## src/rtl/cfg_if_packer.sv

```systemverilog
// rtl/cfg_if_packer.sv - packs pad beats into configuration words and buffers them for the CCU
// Optional parity checking of pad beats is enabled by defining CFG_IF_PARITY_EN.
module cfg_if_packer #(
  parameter int PORT_WIDTH      = 128,
  parameter int IN_WIDTH        = 32,
  parameter int FIFO_ADDR_WIDTH = 2
) (
  input  logic                       clk,
  input  logic                       reset,
  input  logic                       PADIF_val,
  input  logic [IN_WIDTH-1:0]        PADIF_data,
`ifdef CFG_IF_PARITY_EN
  input  logic                       PADIF_par,
  output logic                       IFCCU_par_err,
`endif
  output logic                       IFPAD_rdy,
  input  logic                       CCUIF_flush,
  output logic                       IFCFG_val,
  output logic [PORT_WIDTH-1:0]      IFCFG_data,
  input  logic                       CFGIF_rdy,
  output logic [FIFO_ADDR_WIDTH:0]   IF_fifo_cnt
);

  localparam int RATIO = PORT_WIDTH / IN_WIDTH;
  localparam int BCW   = $clog2(RATIO);
  localparam int DEPTH = 2 ** FIFO_ADDR_WIDTH;
  localparam logic [BCW-1:0]           LAST_BEAT = BCW'(RATIO - 1);
  localparam logic [FIFO_ADDR_WIDTH:0] FULL_CNT  = (FIFO_ADDR_WIDTH + 1)'(DEPTH);

  logic [BCW-1:0]             beat_cnt;
  logic [PORT_WIDTH-1:0]      asm_q;
  logic [PORT_WIDTH-1:0]      word_next;
  logic [PORT_WIDTH-1:0]      mem [DEPTH];
  logic [FIFO_ADDR_WIDTH-1:0] wr_ptr;
  logic [FIFO_ADDR_WIDTH-1:0] rd_ptr;
  logic [FIFO_ADDR_WIDTH:0]   cnt_q;

  logic last_beat;
  logic fifo_full;
  logic accept;
  logic word_ok;
  logic push;
  logic pop;

  assign last_beat = (beat_cnt == LAST_BEAT);
  assign fifo_full = (cnt_q == FULL_CNT);
  // The final beat of a word is only taken when a slot is already free, so
  // the CCU's ready never reaches the pad-side ready combinationally.
  assign IFPAD_rdy = !last_beat || !fifo_full;
  assign accept    = PADIF_val && IFPAD_rdy;

  assign IFCFG_val   = (cnt_q != '0);
  assign IFCFG_data  = mem[rd_ptr];
  assign IF_fifo_cnt = cnt_q;
  assign pop         = IFCFG_val && CFGIF_rdy;

`ifdef CFG_IF_PARITY_EN
  logic word_bad_q;
  logic par_err_q;
  logic beat_bad;
  logic word_bad;

  assign beat_bad      = ^{PADIF_data, PADIF_par};
  assign word_bad      = word_bad_q || beat_bad;
  assign word_ok       = !word_bad;
  assign IFCCU_par_err = par_err_q;

  always_ff @(posedge clk) begin
    if (reset || CCUIF_flush) begin
      word_bad_q <= 1'b0;
      par_err_q  <= 1'b0;
    end else if (accept) begin
      if (last_beat) begin
        word_bad_q <= 1'b0;
        par_err_q  <= par_err_q || word_bad;
      end else begin
        word_bad_q <= word_bad;
      end
    end
  end
`else
  assign word_ok = 1'b1;
`endif

  assign push = accept && last_beat && word_ok;

  // Assembled word including the beat currently on the pad bus.
  always_comb begin
    word_next = asm_q;
    for (int k = 0; k < RATIO; k++) begin
      if (beat_cnt == BCW'(k)) begin
        word_next[k*IN_WIDTH +: IN_WIDTH] = PADIF_data;
      end
    end
  end

  always_ff @(posedge clk) begin
    if (reset) begin
      asm_q <= '0;
    end else if (!CCUIF_flush && accept) begin
      asm_q <= word_next;
    end
  end

  always_ff @(posedge clk) begin
    if (reset || CCUIF_flush) begin
      beat_cnt <= '0;
    end else if (accept) begin
      beat_cnt <= beat_cnt + 1'b1;
    end
  end

  always_ff @(posedge clk) begin
    if (reset) begin
      for (int i = 0; i < DEPTH; i++) begin
        mem[i] <= '0;
      end
    end else if (!CCUIF_flush && push) begin
      mem[wr_ptr] <= word_next;
    end
  end

  always_ff @(posedge clk) begin
    if (reset || CCUIF_flush) begin
      wr_ptr <= '0;
      rd_ptr <= '0;
      cnt_q  <= '0;
    end else begin
      if (push) begin
        wr_ptr <= wr_ptr + 1'b1;
      end
      if (pop) begin
        rd_ptr <= rd_ptr + 1'b1;
      end
      case ({push, pop})
        2'b10:   cnt_q <= cnt_q + 1'b1;
        2'b01:   cnt_q <= cnt_q - 1'b1;
        default: cnt_q <= cnt_q;
      endcase
    end
  end

endmodule
```

## config.mk

```make
export PLATFORM = sky130hd
export DESIGN_NAME = cfg_if_packer
export DESIGN_NICKNAME = d
export VERILOG_FILES = /design/src/rtl/cfg_if_packer.sv
export SDC_FILE = /design/constraint.sdc
export NUM_CORES = 1
export LEC_CHECK = 0
export ABC_AREA = 1
export CORE_ASPECT_RATIO = 2
export CORE_UTILIZATION = 30
export CTS_CLUSTER_DIAMETER = 30
export CTS_CLUSTER_SIZE = 8
export DETAILED_ROUTE_END_ITERATION = 10
export GPL_TIMING_DRIVEN = 0
export PLACE_DENSITY = 0.44
export SETUP_SLACK_MARGIN = 0.2
export SKIP_CTS_REPAIR_TIMING = 1
export SYNTH_ARGS = -nofsm -noshare
export SYNTH_HDL_FRONTEND = slang
export SYNTH_SLANG_ARGS = --single-unit
```

## constraint.sdc

```tcl
create_clock -name clk -period 13.4 [get_ports clk]
set_input_delay 1.34 -clock clk [delete_from_list [all_inputs] [get_ports clk]]
set_output_delay 1.34 -clock clk [all_outputs]
set_load 0.1 [all_outputs]
```

Word-level counts from Yosys, hierarchy flattened
Memories as Yosys holds them, arrays and structs flattened. A register that Yosys moved wholly into a read port is not among the register bits.
Cells that the tools add are included.
{"block": "totals", "register_bits": 137, "ram_bits": 512, "input_bits": 37, "word_cells": 46, "n_memories": 1}
{"block": "op_classes", "addsub": 5, "n_eq_ne": 6, "mux": 15, "n_reduce_logical": 14}
{"name": "mem", "depth": 4, "word_bits": 128, "rd": 1, "rd_ports_with_merged_regs": 1, "write_ports": 4, "line_no": "33", "source": "logic [PORT_WIDTH-1:0] mem [DEPTH];"}
{"operator": "$mux W128", "n": 1}
{"operator": "$mux W32", "n": 4}
{"operator": "$reduce_or A128 Y1", "n": 1}
{"operator": "$add A2 B1 Y2 const B", "n": 3}
{"operator": "$eq A2 B2 Y1 const B", "n": 3}
{"operator": "$mux W1", "n": 6}
{"operator": "$mux W2", "n": 3}
{"operator": "$pmux W3 S2", "n": 1}
{"operator": "$logic_and A1 B1 Y1", "n": 5}
{"operator": "$eq A2 B1 Y1 const B", "n": 2}
{"operator": "$add A3 B1 Y3 const B", "n": 1}
{"operator": "$eq A3 B3 Y1 const B", "n": 1}
{"operator": "$logic_not A1 Y1", "n": 3}
{"operator": "$reduce_bool A3 Y1", "n": 1}
{"operator": "$sub A3 B1 Y3 const B", "n": 1}
{"operator": "$logic_not A2 Y1", "n": 1}
{"operator": "$logic_or A1 B1 Y1", "n": 2}
{"operator": "$reduce_bool A2 Y1", "n": 1}

Longest topological paths before layout
Gate-level depths: netlist of run 1.
{"block": "logic_depth", "word_depth": 11, "depth_mapped": 12, "ltp_nobuf": 12}

Worst setup path after synthesis of run 1
Ideal clock, no wire load.
{"block": "synth_timing", "kind": "input to register", "start": "in PADIF_val", "end": "mem mem[3][0], enable pin", "setup_ps": 619, "arrival_time_ps": 7336, "t_required_ps": 12781, "slack_ps": 5445, "cell_stages": 7, "path_buffers": 2, "path_cell_list": "buf_2 nand3_2 inv_1 nand2_1 buf_2 nor2_1 nor2_1"}
{"element": "start: declaration", "line_no": "10", "source": "input logic PADIF_val,"}
{"element": "end: declaration", "line_no": "33"}

==> flow_metrics.py, run 1 <==
metrics = {
    "global_route": {
        "antenna_found_initial": 3,
        "grt_max_degree": 58,
        "overflow": 0,
        "grt_pass1_vias": 24170,
        "grt_use_total_pct": 21.71,
        "grt_pass1_wl_um": 158000,
    },
    "placement": {
        "dp_slack_ns": 8.140,
        "place.gp.congestion": 0.8320,
        "hpwl_um": 74740,
        "port_buffers": 168,
    },
    "sta": {
        "grt_setup_unrepaired": "false",
        "setup_ws_ns": 7.623,
        "fmax_mhz": 173.1,
        "period_share_pct": 43.11,
        "hold_viol": 0,
        "slew_headroom_pct": 7.383,
        "drv_slew": 0,
        "worst_slew_pin_slew_ns": 1.389,
        "fin_crit_ns": 5.777,
        "skew_ns": 0.02661,
        "setup_violations": 0,
    },
    "synthesis": {
        "syn-mean-instance-area_um2": 8.751,
        "ys_seq_elements": 651,
        "netlist_area_um2": 29810,
        "syn_nets": 3449,
        "synth_seq_area_share_pct": 60.92,
        "yosysWarnings": 0,
        "postSynthCellCount": 3406,
        "ys_types": 26,
    },
    "clock_network": {
        "clk_path_buf_depth": 3,
        "cts.sinks": 651,
        "cts-root-buf": "clkbuf_16",
        "cts_buffers": 110,
        "clkTransAtPathRegs_ns": 0.05,
        "cts_tree": "done",
        "clk-insertion-delay-late_ns": 0.70,
        "htreeDepth": 3,
    },
    "route": {
        "viasPerCell": 4.710,
        "wirelength_um": 108500,
        "route.vias.total": 24020,
        "routedWlPerCell_um": 21.28,
        "postRouteAntennaNets": 0,
        "dr.pass1.iters": 5,
        "drtIter0Drc": 1538,
        "drc": 0,
    },
    "power": {
        "peakVddDrop_mv": 0.1095,
        "p_leak_nw": 15.75,
        "report.power.total_w": 0.005455,
        "p_per_area_nw_per_um2": 147.7,
    },
    "layout": {
        "drive_above_1_share_pct": 6.435,
        "syn2layout_area_growth_pct": 23.94,
        "fin_nets": 3741,
    },
    "floorplan": {
        "ios": 170,
        "coreArea_um2": 98510,
        "num_rows": 163,
        "start_util_pct": 30.26,
        "dieHeight_um": 447.8,
        "die_area_um2": 100700,
        "die_w_um": 224.9,
    },
    "flow_run": {
        "maxCapViolations": 0,
    },
    "run_status": {
        "status": "complete, no violations",
    },
    "critical_path": {
        "end_kind": "output port",
        "critPathLaunchType": "register",
        "worstPathArrival_ns": 4.44,
        "worst-setup-path-type": "reg2out",
        "crit_fanout": 10,
        "critPathRequiredTime_ns": 12.06,
    },
    "min_path": {
        "hold_path.class": "reg2reg",
    },
}
metal layers:
| metal | wire length [µm] | track usage (%) |
|---|---|---|
| met5 | 20 | 0 |
| met1 | 41740 | 23.98 |
| met2 | 57910 | 40.64 |
| met4 | 4015 | 9.016 |
| met3 | 4821 | 3.407 |
report_power, final:
group,leakage [nW],internal [W],switching [W]
combinational,7.61,0.000109,0.000361
clock,1.71,0.00173,0.000981
sequential,6.43,0.00225,0.0000205
total,15.8,0.00409,0.00136
layout by cell type, fill, tap and decap left out, drive strengths merged, types with 109 or more instances in the layout:
| master | count |
|---|---|
| nor2 | 870 |
| clkbuf | 274 |
| buf | 109 |
| inv | 454 |
| o21ai | 262 |
| edfxtp | 512 |
| dfxtp | 139 |
| o22ai | 128 |
| nand2 | 665 |
| clkdlybuf4s50 | 168 |
state kept, by name (all words and copies together) (netlist names), named ones only:
| register | cells |
|---|---|
| IF_fifo_cnt | 3 |
| asm_q | 128 |
| wr_ptr | 2 |
| rd_ptr | 2 |
| beat_cnt | 2 |
| mem | 512 |
area by class of cell:
cell class | count | area, µm²
plain buffers | 227 | 1022
repair buffers | 180 | 1974
fillers | 10200 | 61560
inverters | 455 | 1708
multi-input cells | 2073 | 8949
clock inverters | 46 | 498.0
well taps | 1320 | 1652
clock buffers | 144 | 2974
diodes | 3 | 7.507
flip-flops and latches | 651 | 18160
worst max-delay path, cell delays in order (launching register included):
cell and delay, ns:
dfxtp_1 0.37, inv_1 0.09, clkbuf_1 1.01, clkbuf_1 0.50, o21ai_0 0.19, o22ai_1 0.34
clkdlybuf4s50_1 1.22
cells by family after synthesis:
family | synth area share (%)
buffers and inverters | 9.160
XOR/XNOR | 0.02939
adder cells (fa/ha/maj) | 0.2771
AND/OR/NAND/NOR | 21.60
AO/OA/AOI/OAI | 8.018
flip-flops | 60.92
path summary, 6_finish.rpt:
path	to	startpoint	slack (ns)	cells after the start
max	IFCFG_data[74]	register	7.62	6
min	rd_ptr[0]	rd_ptr[0]	0.50	2
max reg2reg	mem[1][66]	beat_cnt[0]	9.66	10
min reg2reg	rd_ptr[0]	rd_ptr[0]	0.50	2
synthesized netlist by cell type:
| cell type | count | area, µm² |
|---|---|---|
| inv_1 | 449 | 1685 |
| o22ai_1 | 128 | 800.8 |
| inv_2 | 1 | 3.750 |
| nand2_1 | 664 | 2492 |
| nand3_2 | 3 | 30.03 |
| o21a_1 | 33 | 247.7 |
| ha_1 | 5 | 62.56 |
| buf_6 | 13 | 146.4 |
| nand3_1 | 2 | 10.01 |
| nand3_4 | 1 | 17.52 |
| o21ai_0 | 260 | 1301 |
| buf_2 | 49 | 245.2 |
| nor2_4 | 2 | 22.52 |
| dfxtp_1 | 139 | 2783 |
| fa_1 | 1 | 20.02 |
| nand4_1 | 96 | 600.6 |
| buf_1 | 32 | 120.1 |
| clkinv_1 | 5 | 18.77 |
| edfxtp_1 | 512 | 15370 |
| buf_4 | 3 | 22.52 |
| a21oi_1 | 6 | 30.03 |
| xor2_1 | 1 | 8.760 |
| o21ai_1 | 2 | 10.01 |
| nand2_2 | 1 | 6.260 |
| nor2_1 | 868 | 3258 |
| clkbuf_1 | 130 | 488.0 |
through the flow:
step	TNS, ns	std cells	area, µm²	hold WS [ns]	utilization (%)
after floorplan	0	3406	29810	0.4682	-
after global placement	-196.46	4894	33140	0.4861	33.64
after detailed placement	0	4906	33460	0.4951	33.97
after CTS	0	5096	36930	0.5012	37.49
after global routing	0	5097	36940	0.5291	37.50
final	0	5099	36940	0.4981	37.50
Note: power is estimated with default switching activity, not from simulation.
==> run 2: changes to the inputs <==
==> constraint.sdc (replaced) <==
create_clock -name clk -period 5.6 [get_ports clk]
set_input_delay 0.56 -clock clk [delete_from_list [all_inputs] [get_ports clk]]
set_output_delay 0.56 -clock clk [all_outputs]
set_load 0.1 [all_outputs]
==> run 2 against run 1 <==
Register-to-register slack worse by 7.5 ns; sequential cell count stayed put; largest cell class unchanged; worst setup slack worse by 7.1 ns; total power is 150% higher; largest power group unchanged; first-iteration DRC count is 5.3% lower.
==> flow_metrics.py, run 2 (synthesis results as in run 1) <==
metrics = {
    "global_route": {
        "grt_pass1_wl_um": 157200,
        "grt_use_total_pct": 21.58,
        "grt_pass1_vias": 23960,
        "overflow": 0,
        "grt_max_degree": 58,
        "antenna_found_initial": 2,
    },
    "floorplan": {
        "num_rows": 163,
        "ios": 170,
        "die_w_um": 224.9,
        "start_util_pct": 30.26,
        "coreArea_um2": 98510,
        "dieHeight_um": 447.8,
        "die_area_um2": 100700,
    },
    "route": {
        "wirelength_um": 107900,
        "drc": 0,
        "viasPerCell": 4.681,
        "postRouteAntennaNets": 0,
        "dr.pass1.iters": 5,
        "route.vias.total": 23940,
        "drtIter0Drc": 1456,
        "routedWlPerCell_um": 21.10,
    },
    "sta": {
        "setup_ws_ns": 0.5505,
        "skew_ns": 0.02933,
        "fin_crit_ns": 5.049,
        "slew_headroom_pct": 22.18,
        "fmax_mhz": 198.0,
        "hold_viol": 0,
        "drv_slew": 0,
        "setup_violations": 0,
        "grt_setup_unrepaired": "false",
        "period_share_pct": 90.17,
        "setup_tns_ns": 0,
        "worst_slew_pin_slew_ns": 1.167,
    },
    "layout": {
        "layout_commonest_cell": "nor2_1",
        "fillers": 10170,
        "final-instance-count-excl-fill": 5114,
        "drive_above_1_share_pct": 6.830,
        "fin_nets": 3747,
        "regMostFlops": "mem",
        "layout_common_cells": "nor2_1, nand2_1, edfxtp_1, inv_1, o21ai_0",
        "largest_register_ffs": 512,
        "syn2layout_area_growth_pct": 24.91,
    },
    "critical_path": {
        "end_kind": "output port",
        "critPathRequiredTime_ns": 5.04,
        "worstPathArrival_ns": 4.49,
        "crit_fanout": 10,
        "critPathLaunchType": "register",
        "worst-setup-path-type": "reg2out",
    },
    "clock_network": {
        "clk_path_buf_depth": 3,
        "cts.sinks": 651,
        "cts-root-buf": "clkbuf_16",
        "cts_tree": "done",
        "clkTransAtPathRegs_ns": 0.05,
        "clk-insertion-delay-late_ns": 0.70,
        "htreeDepth": 3,
        "cts_buffers": 116,
    },
    "run_status": {
        "status": "complete, no violations",
    },
    "power": {
        "p_leak_nw": 15.88,
        "p_clk_share_pct": 51.3,
        "swShare_pct": 24.95,
        "peakVddDrop_mv": 0.2763,
        "power.switching_w": 0.003362,
        "seqPwrFrac_pct": 40.4,
        "p_per_area_nw_per_um2": 361.9,
        "internal_power_w": 0.01011,
        "pwr-share-comb_pct": 8.3,
    },
    "min_path": {
        "hold_path.class": "in2reg",
    },
    "placement": {
        "hpwl_um": 74200,
        "port_buffers": 168,
        "placed_cells": 4906,
        "dp_slack_ns": 1.207,
        "place.gp.congestion": 0.8208,
    },
    "flow_run": {
        "maxCapViolations": 0,
    },
}
[run 2: cell count changes in the layout (fill, tap and decap cells not counted), moves of 4 or more]
cell,change
clkbuf_1,-6
clkbuf_16,+5
clkbuf_8,+5
clkinv_1,+6
clkinv_2,-4
clkinvlp_4,+6
[run 2: per-layer routing]
metal  vias to the layer above  wire [µm]  track usage (%)
met3                       191       4672            3.184
met4                         0       4229            8.919
li1                      11570          -                -
met1                     11560      41800            24.02
met2                       625      57210            40.36
met5                         -          0                0
[run 2: worst max-delay path, cell delays in order, from the launching register on]
cell	delay [ns]
dfxtp_1	0.51
buf_4	0.37
buf_4	0.34
buf_4	0.29
clkbuf_1	0.55
nor2_1	0.11
o22ai_1	0.36
clkdlybuf4s50_1	1.21
[run 2: cell type report]
| cell class | instances | area (µm²) | area share, % |
|---|---|---|---|
| flip-flops and latches | 651 | 18160 | 48.77 |
| multi-input cells | 2073 | 8949 | 24.03 |
| clock buffers | 149 | 3149 | 8.459 |
| repair buffers | 180 | 1967 | 5.283 |
| inverters | 455 | 1708 | 4.587 |
| well taps | 1320 | 1652 | 4.436 |
| plain buffers | 227 | 1023 | 2.749 |
| clock inverters | 57 | 621.8 | 1.670 |
| diodes | 2 | 5.005 | 0.01344 |
[run 2: final timing paths]
path | startpoint | end | slack, ns | cells past startpoint
setup / recovery | register | IFCFG_data[91] | 0.55 | 7
hold / removal | PADIF_val | wr_ptr[0] | 0.44 | 5
setup reg to reg | beat_cnt[1] | mem[1][28] | 2.21 | 9
hold reg to reg | rd_ptr[0] | rd_ptr[0] | 0.51 | 2
[run 2: metrics by stage]
step	instance area [µm²]	hold WS, ns	utilization [%]	total power, W
2_1_floorplan	29810	0.4682	-	0.006255
3_3_place_gp	33150	0.4858	33.65	0.006670
3_5_place_dp	33460	0.4949	33.96	0.006661
4_1_cts	37230	0.3857	37.79	0.01359
5_1_grt	37230	0.4432	37.79	0.01387
6_report	37230	0.4370	37.80	0.01348
[run 2: power by group through the flow]
stage	logic, W	registers (W)	clock network [W]
after detailed placement	0.00113	0.00553	0
final	0.00112	0.00544	0.00692
after CTS	0.00113	0.00544	0.00702
after global routing	0.00121	0.00545	0.00721
after floorplan	0.000717	0.00554	0
after global placement	0.00110	0.00557	0
==> run 3: changes to the inputs <==
--- a/config.mk
+++ b/config.mk
@@ -7,12 +7,12 @@
 export LEC_CHECK = 0
 export ABC_AREA = 1
 export CORE_ASPECT_RATIO = 2
-export CORE_UTILIZATION = 30
+export CORE_UTILIZATION = 40
 export CTS_CLUSTER_DIAMETER = 30
 export CTS_CLUSTER_SIZE = 8
 export DETAILED_ROUTE_END_ITERATION = 10
 export GPL_TIMING_DRIVEN = 0
-export PLACE_DENSITY = 0.44
+export PLACE_DENSITY = 0.55
 export SETUP_SLACK_MARGIN = 0.2
 export SKIP_CTS_REPAIR_TIMING = 1
 export SYNTH_ARGS = -nofsm -noshare
==> run 3 against run 2 <==
Die area fell by 25%; largest power group unchanged; critical endpoint is now IFCFG_data[94]; utilization rose by 11 points; design area fell by 2.8%; wire length fell by 8.4%; first-iteration DRC count rose by 26%; via count rose by 0.51%; sequential share of layout area rose by 1.4 points; total power fell by 6.6%; clock power fell by 13%; critical path depth did not move.
==> flow_metrics.py, run 3 (synthesis results as in run 1) <==
metrics = {
    "global_route": {
        "grt_pass1_vias": 23630,
        "grt_max_degree": 59,
        "antenna_found_initial": 2,
        "grt_pass1_wl_um": 145500,
        "grt_use_total_pct": 26.12,
        "overflow": 0,
    },
    "route": {
        "routedWlPerCell_um": 21.06,
        "viasPerCell": 5.127,
        "dr.pass1.iters": 6,
        "route.vias.total": 24060,
        "postRouteAntennaNets": 0,
        "drc": 0,
        "drtIter0Drc": 1839,
        "wirelength_um": 98850,
    },
    "layout": {
        "fin_nets": 3735,
        "largest_register_ffs": 512,
        "syn2layout_area_growth_pct": 21.41,
        "drive_above_1_share_pct": 5.925,
        "layout_common_cells": "nor2_1, nand2_1, edfxtp_1, inv_1, o21ai_0",
        "design_area_um2": 36190,
        "utilization_pct": 49.07,
        "regMostFlops": "mem",
        "antennaDiodeCount": 0,
        "layout_commonest_cell": "nor2_1",
    },
    "sta": {
        "setup_violations": 0,
        "skew_ns": 0.03244,
        "grt_setup_unrepaired": "false",
        "fin_crit_ns": 4.971,
        "drv_slew": 0,
        "slew_headroom_pct": 13.19,
        "setup_ws_ns": 0.6289,
        "period_share_pct": 88.77,
        "hold_viol": 0,
        "setup_tns_ns": 0,
        "fmax_mhz": 201.2,
        "worst_slew_pin_slew_ns": 1.302,
    },
    "critical_path": {
        "crit_fanout": 10,
        "crit_chain": "buf_4 -> buf_4 -> buf_4 -> clkbuf_1 -> nor2_1 -> o22ai_1 -> clkdlybuf4s50_1",
        "critPathLaunchType": "register",
        "r2r_cells": 9,
        "end_kind": "output port",
        "worst-setup-path-type": "reg2out",
        "crit_end": "IFCFG_data[94]",
        "cp_common_cell": "buf_4",
        "r2r-end": "mem[1][78]",
        "worstPathArrival_ns": 4.41,
        "reg2reg_from": "beat_cnt[1]",
        "critPathMaxStageDelay_ns": 1.22,
        "rrSetupSlack_ns": 2.32,
        "critPathRequiredTime_ns": 5.04,
        "slowest_stage": "clkdlybuf4s50_1",
    },
    "clock_network": {
        "cts_buffers": 104,
        "cts_tree": "done",
        "clk-insertion-delay-late_ns": 0.68,
        "cts-root-buf": "clkbuf_16",
        "htreeDepth": 3,
        "cts.sinks": 651,
        "clk_path_buf_depth": 3,
        "clkTransAtPathRegs_ns": 0.05,
    },
    "floorplan": {
        "ios": 170,
        "die_w_um": 195.0,
        "num_rows": 141,
        "die_area_um2": 75680,
        "coreArea_um2": 73740,
        "dieHeight_um": 388.0,
        "start_util_pct": 40.42,
    },
    "placement": {
        "place.gp.congestion": 0.8393,
        "dp_slack_ns": 1.328,
        "port_buffers": 168,
        "hpwl_um": 67000,
        "placed_area_um2": 32970,
    },
    "run_status": {
        "status": "complete, no violations",
    },
    "min_path": {
        "hold_path.class": "in2reg",
    },
    "power": {
        "p_leak_nw": 15.60,
        "p_per_area_nw_per_um2": 348.0,
        "peakVddDrop_mv": 0.2111,
    },
    "flow_run": {
        "maxCapViolations": 0,
    },
}
[run 3: changes by cell type in the layout (fill, tap and decap cells not counted), sizes merged]
cell / change
clkinv: -18
bufinv: -6
clkinvlp: -5
clkbuf: +2
diode: -2
inv: -1
[run 3: worst min path at each step]
stage	start	endpoint	slack (ns)	depth (start not counted)
6_report	PADIF_val	wr_ptr[0]	0.46	5
3_3_place_gp	rd_ptr[1]	rd_ptr[1]	0.49	2
2_1_floorplan	rd_ptr[1]	register	0.47	2
3_5_place_dp	rd_ptr[1]	rd_ptr[1]	0.49	2
5_1_grt	PADIF_val	wr_ptr[0]	0.49	5
4_1_cts	PADIF_val	wr_ptr[0]	0.43	5
[run 3: cell type report]
class | count | area, µm²
flip-flops and latches | 651 | 18160
inverters | 455 | 1708
multi-input cells | 2073 | 8949
repair buffers | 180 | 1974
clock buffers | 151 | 2914
clock inverters | 27 | 300.3
well taps | 929 | 1162
plain buffers | 227 | 1022
fillers | 7178 | 37560
[run 3: per-layer routing]
layer | vias to the layer above | global-route usage [%] | share of wire, %
met5 | - | 0 | 0.024
met4 | 4 | 13.36 | 4.8
met3 | 200 | 3.618 | 5.5
met2 | 770 | 46.89 | 52
met1 | 11570 | 30.00 | 38
li1 | 11520 | - | -
[run 3: through the flow]
step           hold slack, ns  cells  power [W]
6_report               0.4562   4693    0.01259
5_1_grt                0.4945   4693    0.01292
4_1_cts                0.4300   4693    0.01265
3_5_place_dp           0.4889   4515   0.006630
3_3_place_gp           0.4933   4503   0.006632
2_1_floorplan          0.4682   3406   0.006255
[run 3: critical path: cells and delay by family (launching register included)]
kind            cells  cell delay [ns]
compound gates      1             0.38
buf+inv             5             2.70
flops               1             0.54
simple gates        1             0.10
[run 3: where the power goes]
group          switching, W  internal [W]
clock               0.00222       0.00383
combinational      0.000841      0.000260
sequential        0.0000494       0.00539
